<file path="config.mk">
export PLATFORM = sky130hd
export DESIGN_NAME = overall
export DESIGN_NICKNAME = d
export VERILOG_FILES = /design/src/rtl/overall.sv
export SDC_FILE = /design/constraint.sdc
export NUM_CORES = 2
export LEC_CHECK = 0
export ABC_CLOCK_PERIOD_IN_PS = 17600
export CAP_MARGIN = 15
export CORE_UTILIZATION = 40
export CTS_CLUSTER_SIZE = 24
export DETAILED_ROUTE_END_ITERATION = 7
export PLACE_DENSITY = 0.62
export SLEW_MARGIN = 25
export SYNTH_ARGS = -nofsm -noshare
export SYNTH_HDL_FRONTEND = slang
export SYNTH_SLANG_ARGS = --single-unit
</file>
<file path="constraint.sdc">
create_clock -name clk -period 17.6 [get_ports clk]
set_input_delay 2.64 -clock clk [delete_from_list [all_inputs] [get_ports clk]]
set_output_delay 2.64 -clock clk [all_outputs]
set_load 0.005 [all_outputs]
</file>
<file path="src/rtl/overall.sv">
`timescale 1ns/1ps
// Single-block SHA-256 core: hashes one pre-padded 512-bit block starting
// from the standard initial hash values, one compression round per cycle.
// Ports:
//   clk       - rising-edge clock
//   reset     - asynchronous active-low reset; release starts a new hash
//   message   - pre-padded block, bit 0 = MSB of W0, W[i] = message[32i +: 32]
//   ready     - high once hashvalue holds the finished digest
//   hashvalue - digest, H0 at [255:224] down to H7 at [31:0]
module overall (
  input  logic         clk,
  input  logic         reset,
  input  logic [0:511] message,
  output logic         ready,
  output logic [255:0] hashvalue
);

  localparam int unsigned WORD_W = 32;
  localparam int unsigned CNT_W  = 6;

  localparam logic [WORD_W-1:0] IV [8] = '{
    32'h6a09e667, 32'hbb67ae85, 32'h3c6ef372, 32'ha54ff53a,
    32'h510e527f, 32'h9b05688c, 32'h1f83d9ab, 32'h5be0cd19
  };

  localparam logic [WORD_W-1:0] K [64] = '{
    32'h428a2f98, 32'h71374491, 32'hb5c0fbcf, 32'he9b5dba5, 32'h3956c25b, 32'h59f111f1, 32'h923f82a4, 32'hab1c5ed5,
    32'hd807aa98, 32'h12835b01, 32'h243185be, 32'h550c7dc3, 32'h72be5d74, 32'h80deb1fe, 32'h9bdc06a7, 32'hc19bf174,
    32'he49b69c1, 32'hefbe4786, 32'h0fc19dc6, 32'h240ca1cc, 32'h2de92c6f, 32'h4a7484aa, 32'h5cb0a9dc, 32'h76f988da,
    32'h983e5152, 32'ha831c66d, 32'hb00327c8, 32'hbf597fc7, 32'hc6e00bf3, 32'hd5a79147, 32'h06ca6351, 32'h14292967,
    32'h27b70a85, 32'h2e1b2138, 32'h4d2c6dfc, 32'h53380d13, 32'h650a7354, 32'h766a0abb, 32'h81c2c92e, 32'h92722c85,
    32'ha2bfe8a1, 32'ha81a664b, 32'hc24b8b70, 32'hc76c51a3, 32'hd192e819, 32'hd6990624, 32'hf40e3585, 32'h106aa070,
    32'h19a4c116, 32'h1e376c08, 32'h2748774c, 32'h34b0bcb5, 32'h391c0cb3, 32'h4ed8aa4a, 32'h5b9cca4f, 32'h682e6ff3,
    32'h748f82ee, 32'h78a5636f, 32'h84c87814, 32'h8cc70208, 32'h90befffa, 32'ha4506ceb, 32'hbef9a3f7, 32'hc67178f2
  };

  typedef enum logic [1:0] {LOAD, ROUND, DONE} state_t;

  state_t             state;
  logic [CNT_W-1:0]   cnt;
  logic [WORD_W-1:0]  w [16];
  logic [WORD_W-1:0]  a, b, c, d, e, f, g, h;
  logic [WORD_W-1:0]  t1_c, t2_c, w_next_c;

  function automatic logic [WORD_W-1:0] bsig0(input logic [WORD_W-1:0] x);
    return {x[1:0], x[31:2]} ^ {x[12:0], x[31:13]} ^ {x[21:0], x[31:22]};
  endfunction

  function automatic logic [WORD_W-1:0] bsig1(input logic [WORD_W-1:0] x);
    return {x[5:0], x[31:6]} ^ {x[10:0], x[31:11]} ^ {x[24:0], x[31:25]};
  endfunction

  function automatic logic [WORD_W-1:0] ssig0(input logic [WORD_W-1:0] x);
    return {x[6:0], x[31:7]} ^ {x[17:0], x[31:18]} ^ {3'b000, x[31:3]};
  endfunction

  function automatic logic [WORD_W-1:0] ssig1(input logic [WORD_W-1:0] x);
    return {x[16:0], x[31:17]} ^ {x[18:0], x[31:19]} ^ {10'b0, x[31:10]};
  endfunction

  // Round datapath; w[0] is always W[t] for the current round.
  always_comb begin
    t1_c     = h + bsig1(e) + ((e & f) ^ (~e & g)) + K[cnt] + w[0];
    t2_c     = bsig0(a) + ((a & b) ^ (a & c) ^ (b & c));
    // W[t+16] from the window W[t..t+15]
    w_next_c = ssig1(w[14]) + w[9] + ssig0(w[1]) + w[0];
  end

  // Control FSM with registered digest and ready.
  always_ff @(posedge clk or negedge reset) begin
    if (!reset) begin
      state     <= LOAD;
      cnt       <= '0;
      ready     <= 1'b0;
      hashvalue <= '0;
      a <= '0; b <= '0; c <= '0; d <= '0;
      e <= '0; f <= '0; g <= '0; h <= '0;
      for (int i = 0; i < 16; i++) w[i] <= '0;
    end else begin
      case (state)
        LOAD: begin
          for (int i = 0; i < 16; i++) w[i] <= message[32*i +: 32];
          a <= IV[0]; b <= IV[1]; c <= IV[2]; d <= IV[3];
          e <= IV[4]; f <= IV[5]; g <= IV[6]; h <= IV[7];
          cnt   <= '0;
          state <= ROUND;
        end
        ROUND: begin
          a <= t1_c + t2_c; b <= a; c <= b; d <= c;
          e <= d + t1_c;    f <= e; g <= f; h <= g;
          for (int i = 0; i < 15; i++) w[i] <= w[i+1];
          w[15] <= w_next_c;
          cnt   <= cnt + CNT_W'(1);
          if (cnt == CNT_W'(63)) state <= DONE;
        end
        DONE: begin
          // First DONE cycle performs the feed-forward add; afterwards hold.
          if (!ready) begin
            hashvalue <= {IV[0] + a, IV[1] + b, IV[2] + c, IV[3] + d,
                          IV[4] + e, IV[5] + f, IV[6] + g, IV[7] + h};
            ready     <= 1'b1;
          end
        end
        default: state <= LOAD;
      endcase
    end
  end

endmodule

</file>
### Word-level counts from Yosys, hierarchy flattened

Memory sizes are Yosys's and may differ from the RTL's.
Index checks and enable logic that the tools add are counted.

| storage, ports and cells | value |
|---|---|
| latch bits | 0 |
| memories | 1 |
| register bits | 1,033 |
| logic and storage cells | 91 |
| output and inout port bits | 257 |
| memory bits (read-only) | 2,048 |
| input bits | 514 |
| bits in writable memories | 0 |

| cells by class | value |
|---|---|
| muxes and demuxes | 14 |
| reductions and logical operators | 4 |
| magnitude comparators | 1 |
| shifts and indexed selects | 0 |
| $add $sub $neg | 19 |
| bitwise operators | 20 |
| eq/ne operators | 4 |
| multipliers | 0 |
| divide/modulo/power cells | 0 |

Memory list:

| memory | depth | bits a word | read ports | clocked after Yosys merged registers in | wr ports | RTL line | source |
|---|---|---|---|---|---|---|---|
| (name not given) | 64 | 32 | 1 | 0 | 0 | 63 | `t1_c = h + bsig1(e) + ((e & f) ^ (~e & g)) + K[cnt] + w[0];` |

Operators by type and width:

| operator | count |
|---|---|
| 512-bit case mux with 2 select lines | 1 |
| 32-bit case mux with 2 select lines | 8 |
| 32-bit adder | 10 |
| 32-bit bitwise XOR | 9 |
| 32-bit AND | 5 |
| 31-bit by 32-bit adder with 32-bit output (first input constant) | 3 |
| 32-bit adder (first input constant) | 3 |
| 32-bit two-way mux | 2 |
| 29-bit by 32-bit adder with 32-bit output (first input constant) | 1 |
| 30-bit by 32-bit adder with 32-bit output (first input constant) | 1 |
| 32-bit NOT | 1 |
| 32-bit by 22-bit bitwise XOR with 32-bit output | 1 |
| 32-bit by 29-bit bitwise XOR with 32-bit output | 1 |
| 6-bit case mux with 2 select lines | 1 |
| 7-bit greater-or-equal comparator (second input constant) | 1 |
| 6-bit NOT with 7-bit output | 1 |
| 6-bit by 1-bit adder with 6-bit output (second input constant) | 1 |
| 6-bit == test (second input constant) | 1 |
| 2-bit case mux with 3 select lines | 1 |
| 2-bit AND reduction | 2 |
| 2-bit by 1-bit == test with 1-bit output (second input constant) | 1 |
| 2-bit == test (second input constant) | 1 |
| 2-bit zero test | 1 |
| 2-bit two-way mux | 1 |
| 3 further kinds | 4 |

### Longest topological paths before layout

| depth | value |
|---|---|
| depth after elaboration | 8 |
| depth in mapped cells | 39 |
| gate-level depth less buffers | 38 |

### Worst setup path after synthesis

OpenSTA, ideal clock, no wires.

| path | value |
|---|---|
| path type | register to register |
| start point | register cnt[1] |
| end point | register a[28] |
| cell stages (with the launch flop) | 37 |
| setup time | 0.120 ns |
| data arrival time | 7.796 ns |
| period minus slack after synthesis | 7.915 ns |
| buffers on the path | 2 |
| required time | 17.480 ns |
| path slack | 9.685 ns |
| cell sequence | dfrtp_1 -> clkbuf_1 -> clkinv_1 -> ha_1 -> buf_1 -> nand2_1 -> nor3b_1 -> o21ai_0 -> o31a_1 -> o21ai_0 -> fa_1 -> inv_1 -> ha_1 -> inv_1 -> fa_1 -> and2b_1 -> o21ai_1 -> a311oi_1 -> o21ai_0 -> a21oi_1 -> a21oi_1 -> o21bai_1 -> a21o_1 -> xor2_1 -> inv_1 -> fa_1 -> inv_1 -> ha_1 -> nand4_1 -> a31oi_1 -> a2111oi_0 -> o21ai_1 -> a41oi_1 -> o2bb2ai_1 -> o21bai_1 -> or4_1 -> and3_1 |

| on the way | value |
|---|---|
| longest elaborated chain between the ends | 8 |

Ends and longest elaborated chain:

| item | RTL line | source |
|---|---|---|
| from (decl) | 40 | `logic [CNT_W-1:0] cnt;` |
| from (signal assigned) | 93 | `cnt <= cnt + CNT_W'(1);` |
| 6-bit NOT with 7-bit output (implied by the code) | 63 |  |
| memory 64 x 32 bit | n/a |  |
| 32-bit two-way mux (implied by the code) (2 in a row) | 63 |  |
| 32-bit adder (2 in a row) | 63 |  |
| 32-bit adder | 89 | `a <= t1_c + t2_c; b <= a; c <= b; d <= c;` |
| 32-bit case mux with 2 select lines | 80 | `case (state)` |
| to (signal assigned) | 83 | `a <= IV[0]; b <= IV[1]; c <= IV[2]; d <= IV[3];` |
| to (decl) | 42 | `logic [WORD_W-1:0] a, b, c, d, e, f, g, h;` |

Every way passes these cells. The select of a mux whose other input is x is not followed.
A chain may end at the register's enable or synchronous reset.

### Worst setup path in the final report

Same ends and word-level chain as after synthesis.

==> results.json <==
{
  "outcome": "finished clean",
  "worstHoldPathCells": 2,
  "detail_route.iter0.violations": 4937,
  "ys_seq_area_share_pct": 41.2,
  "antenna_found_initial": 66,
  "ys_seq_elements": 1033,
  "synth_top_cell_area_share_pct": 41.2,
  "io_buffers": 770,
  "cap_violations": 0,
  "synthCells": 6845,
  "drive_gt1_share_pct": 4.40,
  "worstSetupPathType": "register to register",
  "drtAntennaViolNets": 0,
  "worstMarginPinSlew_ns": 1.07,
  "area_growth_pct": 21.1,
  "synthArstFlopShare_pct": 100,
  "hp-start": "hashvalue[162]",
  "end_kind": "register",
  "rows": 145,
  "ys.flop_type": "dfrtp_1",
  "clockBufferDepth": 3,
  "synth_area_per_cell_sq_um": 9.17,
  "grt_usage_pct": 30.8,
  "max_stage_delay_ns": 0.64,
  "crit_path_top_delay_cell": "ha_1",
  "period_needed_ns": 9.58,
  "synthTopCellsByCount": "nand2_1, dfrtp_1, o21ai_0, mux2i_1, inv_1",
  "critPathLaunchType": "register",
  "start_util_pct": 40.2,
  "htree_levels": 3,
  "worst_clock_skew_ns": 0.0520,
  "drc": 0,
  "die_area_sq_mm": 0.159,
  "final_core_util_pct": 48.7,
  "core_sq_mm": 0.156,
  "clk_latency_ns": 0.77,
  "grt_overflow_total": 0,
  "setup_tns_ns": 0,
  "yosysWarningCount": 0,
  "pin_count": 771,
  "die_x_microns": 398,
  "grt_pass1_vias": 51100,
  "vias": 52100,
  "reg2reg_from": "cnt[1]",
  "cts_root_buf": "clkbuf_16",
  "synthTopCellsByArea": "dfrtp_1, mux2i_1, o21ai_0, nand2_1, fa_1",
  "via_per_inst": 5.49,
  "numCtsBuffers": 114,
  "clock.fmax_ghz": 0.104,
  "firstDrtPassIters": 6,
  "maxSlewViolCount": 0,
  "crit_required_ns": 18.26,
  "holdPathEnd": "hashvalue[162]",
  "ctsHoldBuffers": 0,
  "yosys.area.top_type": "dfrtp_1",
  "gp_congestion": 0.984,
  "dp_hpwl_microns": 193000,
  "clock_sinks": 1033,
  "hold_viol_final": 0,
  "synth_edf_count": 0,
  "wl_per_cell_microns": 26.1,
  "yosysMostFrequentCell": "nand2_1",
  "syn_area_sq_mm": 0.0628,
  "worstPathMaxFanout": 18,
  "grt_max_degree": 180,
  "critPathMostFrequentCell": "inv_1",
  "cts_tree": "done",
  "relSlewSlack_pct": 28.9,
  "clk_pin_slew_ns": 0.07,
  "timing.final.crit_share_pct": 54.4,
  "finalSetupViolations": 0,
  "nets": 8172,
  "hp-class": "register to register",
  "wirelength_microns": 248000,
  "grt_pass1_wl_microns": 357000,
  "cp.arrival_ns": 10.24,
  "syn_nets": 7703,
  "rrSetupSlack_ns": 8.02,
  "r2r_cells": 35,
  "die_h_microns": 398,
  "cts-resized-gates": 0,
  "post-cts-setup-buffers": 0,
  "synth.distinct_cells": 103,
  "r2r_end": "a[28]",
  "grt_setup_unrepaired": "false"
}
-- flip-flops by register name (all words and copies together) (netlist names) --
name and flops:
g 32, ready 1, w 512, b 32
h 32, cnt 6, e 32, c 32
f 32, state 2, hashvalue 256, a 32
d 32
-- layer usage --
layer	routed length, microns	vias to the layer above	track usage (%)	share of wire [%]
li1	-	24000	-	-
met1	103000	25500	40.2	42
met2	117000	2012	50.6	47
met3	18100	441	6.62	7.3
met4	9060	74	10.6	3.7
met5	478	-	0	0.19
-- final cells by class --
type | instances | area (sq um)
Sequential cell | 1033 | 25900
Clock inverter | 48 | 712
Multi-Input combinational cell | 4842 | 33300
Antenna cell | 21 | 52.6
Tap cell | 2058 | 2570
Fill cell | 14800 | 80000
Inverter | 488 | 1830
Timing Repair Buffer | 835 | 8380
Clock buffer | 165 | 3310
-- cells by family (layout without fill, tap and decap cells) --
logic type | after synthesis | after routing | synth area share [%]
xor+xnor | 566 | 566 | 7.93
buf+inv | 970 | 1536 | 5.84
mux | 527 | 527 | 8.54
compound gates | 1766 | 1766 | 16.6
flops | 1033 | 1033 | 41.2
other cells | 0 | 21 | 0
simple gates | 1637 | 1637 | 10.8
fa+ha+maj | 346 | 346 | 9.15
-- cells in the final DEF (no fill, tap or decap), drive strengths merged, types with 21 or more instances in the layout --
master	Yosys	routed
nand2	1097	1097
dfrtp	1033	1033
o21ai	1001	1001
clkdlybuf4s50	0	769
mux2i	512	512
inv	485	490
xnor2	354	354
nor2	265	265
a21oi	264	264
xor2	211	211
fa	189	189
clkbuf	427	165
ha	155	155
a21o	66	66
buf	55	66
nor3	56	56
nand3	54	54
a22o	53	53
a22oi	52	52
a31oi	39	39
o21a	37	37
a2bb2oi	32	32
o31ai	32	32
nand2b	31	31
clkinv	3	28
a211oi	26	26
nor2b	24	24
o211ai	24	24
and3	24	24
diode	0	21
-- how the worst max path moves through the flow --
| stage | startpoint | to | slack [ns] |
|---|---|---|---|
| 3_3_place_gp | cnt[1] | a[28] | 8.16 |
| 5_1_grt | cnt[1] | a[28] | 7.43 |
| 4_1_cts | cnt[1] | a[28] | 8.02 |
| 2_1_floorplan | cnt[1] | a[28] | 9.68 |
| 3_5_place_dp | cnt[1] | a[28] | 8.01 |
| 6_report | cnt[1] | a[28] | 8.02 |
-- critical path: cells and delay by family (launching register included) --
family | cells | cell delay (ns)
AO/OA/AOI/OAI | 16 | 3.64
adder cells (fa/ha/maj) | 6 | 2.59
AND/OR/NAND/NOR | 6 | 1.70
buffers and inverters | 6 | 0.95
flip-flops | 1 | 0.32
XOR/XNOR | 1 | 0.31
-- metrics by stage --
stage          hold WS, ns  worst slack [ns]  area, sq um  instances
2_1_floorplan        0.442              9.68        62800       6845
3_3_place_gp         0.459              8.16        71900       9254
3_5_place_dp         0.463              8.01        71900       9254
4_1_cts              0.477              8.02        75900       9467
5_1_grt              0.490              7.43        76000       9480
6_report             0.471              8.02        76000       9490
Power is left out: the tool's default activity adds up to more than one toggle a clock period on the data nets, which glitch-free logic cannot reach.
